<file path="src/rtl/ifu_fetch_queue.sv">
// rtl/ifu_fetch_queue.sv - {pc, instr} queue between instruction fetch and decode.
// Optional FQ_BYPASS_EN: zero-latency pass-through when the queue is empty.
module ifu_fetch_queue #(
  parameter int DEPTH = 4,
  localparam int PTR_W = $clog2(DEPTH)
) (
  input  logic             clk,
  input  logic             reset,
  input  logic             flush,
  input  logic             in_valid,
  output logic             in_ready,
  input  logic [31:0]      in_pc,
  input  logic [31:0]      in_instr,
  output logic             out_valid,
  input  logic             out_ready,
  output logic [31:0]      out_pc,
  output logic [31:0]      out_instr,
  output logic [PTR_W:0]   count
);

  localparam logic [PTR_W:0] FULL = (PTR_W + 1)'(DEPTH);

  logic [63:0]      mem [DEPTH];
  logic [PTR_W-1:0] head;
  logic [PTR_W-1:0] tail;
  logic [63:0]      head_data;
  logic             stored;
  logic             push;
  logic             wr;
  logic             pop;

  // Full/empty come only from count; head == tail is ambiguous.
  assign stored    = (count != '0);
  assign in_ready  = (count != FULL);
  assign push      = in_valid & in_ready;
  assign pop       = stored & out_ready;
  assign head_data = mem[head];

`ifdef FQ_BYPASS_EN
  logic bypass;

  assign bypass    = ~stored & in_valid & ~flush;
  assign out_valid = stored | bypass;
  // A bypassed entry taken by decode in the same cycle never touches storage.
  assign wr        = push & ~(bypass & out_ready);

  always_comb begin
    out_pc    = '0;
    out_instr = '0;
    if (bypass) begin
      out_pc    = in_pc;
      out_instr = in_instr;
    end else if (stored) begin
      out_pc    = head_data[63:32];
      out_instr = head_data[31:0];
    end
  end
`else
  assign out_valid = stored;
  assign wr        = push;
  assign out_pc    = stored ? head_data[63:32] : '0;
  assign out_instr = stored ? head_data[31:0]  : '0;
`endif

  always_ff @(posedge clk) begin
    if (reset || flush) begin
      head  <= '0;
      tail  <= '0;
      count <= '0;
    end else begin
      if (wr) begin
        tail <= tail + PTR_W'(1);
      end
      if (pop) begin
        head <= head + PTR_W'(1);
      end
      case ({wr, pop})
        2'b10:   count <= count + (PTR_W + 1)'(1);
        2'b01:   count <= count - (PTR_W + 1)'(1);
        default: count <= count;
      endcase
    end
  end

  always_ff @(posedge clk) begin
    if (!reset && !flush && wr) begin
      mem[tail] <= {in_pc, in_instr};
    end
  end

endmodule

</file>
<file path="config.mk">
export PLATFORM = sky130hd
export DESIGN_NAME = ifu_fetch_queue
export DESIGN_NICKNAME = d
export VERILOG_FILES = /design/src/rtl/ifu_fetch_queue.sv
export SDC_FILE = /design/constraint.sdc
export NUM_CORES = 1
export LEC_CHECK = 0
export BUFFER_PORTS_ARGS = -buffer_cell sky130_fd_sc_hd__buf_4
export CAP_MARGIN = 0
export CORE_ASPECT_RATIO = 0.5
export CORE_MARGIN = 2
export CORE_UTILIZATION = 45
export CTS_BUF_LIST = sky130_fd_sc_hd__clkbuf_4
export DETAILED_ROUTE_END_ITERATION = 12
export GPL_TIMING_DRIVEN = 0
export PLACE_DENSITY = 0.68
export SETUP_SLACK_MARGIN = 0.05
export SYNTH_ARGS = -nofsm -noshare
export SYNTH_HDL_FRONTEND = slang
export SYNTH_SLANG_ARGS = --single-unit
export TNS_END_PERCENT = 30
</file>
<file path="constraint.sdc">
create_clock -name clk -period 2.8 [get_ports clk]
set_input_delay 0 -clock clk [delete_from_list [all_inputs] [get_ports clk]]
set_output_delay 0 -clock clk [all_outputs]
set_load 0.02 [all_outputs]
</file>
==> After elaboration in Yosys (flattened, before gate mapping) <==
Memories as Yosys holds them, arrays and structs flattened. A register that Yosys moved wholly into a read port is not among the register bits.
Cells that the tools add are included.
{ "classes": {"bitwise_logic": 2, "n_mux": 7, "eq_ne": 3, "n_addsub": 4, "n_reduce_logical": 7} }
{ "op_table": {"columns": ["cell", "n"], "rows": [
  ["32-bit two-way mux", 2],
  ["3-bit case mux with 2 select lines", 1],
  ["2-bit by 1-bit adder with 2-bit output (second input constant)", 2],
  ["2-bit two-way mux", 2],
  ["3-bit by 1-bit adder with 3-bit output (second input constant)", 1],
  ["3-bit != test (second input constant)", 1],
  ["3-bit nonzero test", 1],
  ["3-bit by 1-bit subtractor with 3-bit output (second input constant)", 1],
  ["1-bit AND", 2],
  ["2-bit by 1-bit equality test with 1-bit output (second input constant)", 1],
  ["2-bit equality test (second input constant)", 1],
  ["1-bit logical AND", 2],
  ["1-bit logical NOT", 2],
  ["1-bit two-way mux", 2],
  ["2-bit nonzero test", 1],
  ["1-bit logical OR", 1]
]} }
{ "word_totals": {"elab_cells": 27, "input_bits": 69, "ff_bits": 7, "mem_bits_rw": 256, "memories": 1} }
{ "mem_list": {"columns": ["memory", "depth", "width", "read_ports", "rd_ports_with_merged_regs", "wr", "line", "rtl"], "rows": [
  ["mem", 4, 64, 1, 1, 1, "23", "logic [63:0] mem [DEPTH];"]
]} }

==> Logic depth before layout (Yosys ltp) <==
{ "logic_depth": {"ltp_word": 5, "mapped_depth": 10, "depth_no_buf": 9} }

==> Worst setup path after synthesis <==
No wires, ideal clock.
{ "synth_timing": {"kind": "reg2reg", "startpoint": "register count[2]", "endpoint": "register count[2]", "required_ns": 2.730, "setup_time_ns": 0.070, "arrival_ns": 2.528, "period_less_slack_ns": 2.598, "slack_ns": 0.202, "path_buffers": 1, "stages_incl_launch_ff": 11, "path_cell_list": "dfxtp_1 or3b_4 and2_4 buf_6 inv_1 ha_1 inv_1 fa_1 xor2_1 or3_2 a21oi_1"} }
{ "synth_between": {"elab_chain_len": 4, "word_cells_on_any_way": 10} }
{ "synth_rtl": {"columns": ["element", "line", "rtl"], "rows": [
  ["start, declared", "18", "output logic [PTR_W:0] count"],
  ["start signal, assigned", "78", "2'b10: count <= count + (PTR_W + 1)'(1);"],
  ["start signal, assigned", "79", "2'b01: count <= count - (PTR_W + 1)'(1);"],
  ["start signal, assigned", "80", "default: count <= count;"],
  ["3-bit != test *", "34", "assign in_ready = (count != FULL);"],
  ["named net in_ready", "11", "output logic in_ready,"],
  ["1-bit AND *", "35", "assign push = in_valid & in_ready;"],
  ["2-bit by 1-bit equality test with 1-bit output or 2-bit equality test (tied branches)", "77", "case ({wr, pop})"],
  ["3-bit case mux with 2 select lines or 2-bit nonzero test (tied branches)", null, null]
]} }
The timed path passes the listed nets; every way through them passes the cells marked *.
A chain may end at the register's enable or synchronous reset.

==> Worst setup path in the final report <==
{ "layout_timing": {"startpoint": "register count[2]", "endpoint": "register count[2]"} }
{ "layout_between": {"elab_chain_len": 4, "word_cells_on_any_way": 10} }
{ "layout_rtl": {"columns": ["element", "line"], "rows": [
  ["3-bit != test or 3-bit nonzero test (tied branches)", "34, 33"],
  ["1-bit AND, on equally long branches", "35, 36"],
  ["2-bit by 1-bit equality test with 1-bit output or 2-bit equality test (tied branches)", "77"],
  ["3-bit case mux with 2 select lines or 2-bit nonzero test (tied branches)", null]
]} }
Parallel ways exist; a longest one is shown, timed or not.

==> reports/metrics.yaml <==
critical_path:
  cpMostUsedCell: "inv_1"
  cp_max_fo: 7
  startpoint_type: "register"
  worstSetupEndpointType: "register"
  cp_data_required_time_ps: 3390
  slowest_delay_ps: 450
  crit_buf_inv: 3
  path_class: "reg2reg"
  arrival_ps: 3200
  worstPathCellList: "or3b_4 -> and2_4 -> buf_6 -> inv_1 -> ha_1 -> inv_1 -> fa_1 -> xor2_1 -> or3_2 -> a21oi_1"
  path_delay_family: "simple AND/OR/NAND/NOR gates"
  critPathSlowestCell: "dfxtp_1"
synthesis:
  ys_seq_area_share_pct: 77.33
  synthesis.nets: 534
  ys_warn_count: 0
  synth-edff-count: 256
  ys_types: 27
  synth_common_cells: "edfxtp_1, and2_1, mux4_2"
  synth_top_area_share_pct: 75.56
  synth-seq-cells: 265
  yosysTopAreaCell: "edfxtp_1"
  synthArstFlopShare_pct: 0
  synth_flop_cell: "edfxtp_1"
  syn_avg_cell_area_um2: 22.16
  synth.most_common_cell: "edfxtp_1"
  syn_area_um2: 10170
  synthCells: 459
  synthTopCellsByArea: "edfxtp_1, mux4_2, and2_1, dfxtp_1, buf_6"
global_route:
  grt_usage_pct: 17.28
  grt_pass1_vias: 5931
  overflow: 0
  grt_pass1_wl_mm: 30.97
  grt_max_degree: 55
  antenna_found_initial: 1
timing:
  max_freq_mhz: 383.1
  drv_slew: 0
  hold_ws_ps: 84.28
  worst_slew_pin_slew_ps: 615.0
  setup_tns_ps: 0
  final_hold_viol_count: 0
  relSlewSlack_pct: 59.00
  fin_crit_ps: 2610
  rsz0062_at_grt: "yes"
  fin_crit_sh_pct: 93.23
  setup_violations: 0
  final.setup_skew_ps: 25.84
die:
  die-area_um2: 23900
  dieWidth_um: 216.6
  pin_count: 138
  fp-row-count: 38
  die_h_um: 110.3
  coreArea_um2: 21920
  start_util_pct: 46.42
hold_path:
  holdCritPathClass: "in2reg"
drt:
  wirelength_mm: 19.80
  drt-vias-per-instance: 4.907
  routedWlPerCell_um: 18.42
  first_pass_iters: 6
  vias: 5275
  first_iter_violations: 258
  drcViolationCount: 0
  antenna_left: 0
run:
  cap_violations: 0
power:
  leakage_nw: 4.617
  power.total_mw: 7.877
  power.density_nw_per_um2: 598.7
  max-vdd-ir-drop_mv: 0.2613
placed_design:
  numPortBuffers: 137
  dpl.hpwl_mm: 11.58
  placedInstanceArea_um2: 11700
  globalplace.congestion: 0.7023
layout:
  syn_to_final_growth_pct: 29.32
  multi_input_area_um2: 2138
  fill_cells: 1637
  postLayoutCellArea_um2: 13160
  nets: 808
  final-seq-area_um2: 7868
  layout-drive-gt1-share_pct: 41.60
clocking:
  numCtsBuffers: 60
  root_buffer: "clkbuf_4"
  cts.clk_slew.worst_paths_ps: 70
  cts_tree: "built"
  clock-sinks: 265
  clockBufferDepth: 3
  cts-htree-levels: 2
  worstSkewPairLatency_ps: 650
  postCtsSetupRepairBufs: 0
outcome:
  outcome: "completed"
cell type report:
type	count	area share, %
flip-flops and latches	265	59.80
multi-input cells	164	16.25
repair buffers	213	14.13
clock buffers	92	5.250
well taps	300	2.853
plain buffers	22	1.170
clock inverters	11	0.3233
inverters	7	0.1997
diodes	1	0.01902
routing by layer:
| metal | part of all wire, % | up-vias | global-route usage, % |
|---|---|---|---|
| met5 | 0 | - | 0 |
| met4 | 1.6 | 0 | 5.969 |
| met3 | 4.7 | 35 | 4.335 |
| met2 | 51 | 110 | 29.92 |
| met1 | 43 | 2678 | 21.70 |
| li1 | - | 2452 | - |
power by group:
part	switching (mW)	leakage, nW	internal [mW]
registers	0.0124	2.39	4.39
logic	0.280	1.79	0.297
clock network	1.42	0.443	1.48
total	1.71	4.62	6.17
path summary, 6_finish.rpt:
kind	endpoint	depth (start not counted)	from	slack, ps
max	count[2]$_SDFFE_PP0P_	10	count[2]$_SDFFE_PP0P_	190
min	mem[2][28]$_DFFE_PP_	2	in_instr[28]	80
max reg2reg	count[2]$_SDFFE_PP0P_	10	count[2]$_SDFFE_PP0P_	190
min reg2reg	tail[0]$_SDFFE_PP0P_	2	tail[0]$_SDFFE_PP0P_	510
per-stage QoR:
stage               worst slack (ps)  std cells  utilization [%]
floorplan                      202.4        459                -
global placement              -16.89        896            52.82
detailed placement             242.3        900            53.39
CTS                            85.92       1075            60.02
global route                   36.82       1075            60.02
finish                         189.6       1075            60.02
state kept, by name (all words and copies together) (netlist names), named ones only:
name and flops:
head 2, tail 2, count 3, mem 256
cells by family after synthesis:
kind of cell             Yosys count  synth area share [%]
adder cells (fa/ha/maj)            6                0.8117
AO/OA/AOI/OAI                      6                0.4304
AND/OR/NAND/NOR                   83                 5.018
buffers and inverters             30                 1.796
flip-flops                       265                 77.33
XOR/XNOR                           4                0.3443
multiplexers                      65                 14.27
timing repair:
item                       4_1_cts  5_1_grt
hold buffers                    72        0
hold endpoints to repair       297        0
gates resized for setup          0        2
setup endpoints to repair        0       43
cells in the final DEF, fill, tap and decap left out, types with 4 or more instances in the layout:
| cell | netlist | routed |
|---|---|---|
| nor2_1 | 7 | 7 |
| dfxtp_1 | 9 | 9 |
| buf_6 | 8 | 8 |
| edfxtp_1 | 256 | 256 |
| buf_16 | 0 | 4 |
| buf_2 | 5 | 5 |
| dlygate4sd3_1 | 0 | 72 |
| xor2_1 | 4 | 4 |
| clkinv_1 | 0 | 10 |
| clkbuf_1 | 9 | 7 |
| inv_1 | 7 | 7 |
| and2_1 | 64 | 64 |
| buf_4 | 1 | 138 |
| ha_1 | 5 | 5 |
| mux4_2 | 64 | 64 |
| clkbuf_4 | 0 | 92 |
| and3_4 | 0 | 4 |
(Power assumes the default switching activity.)
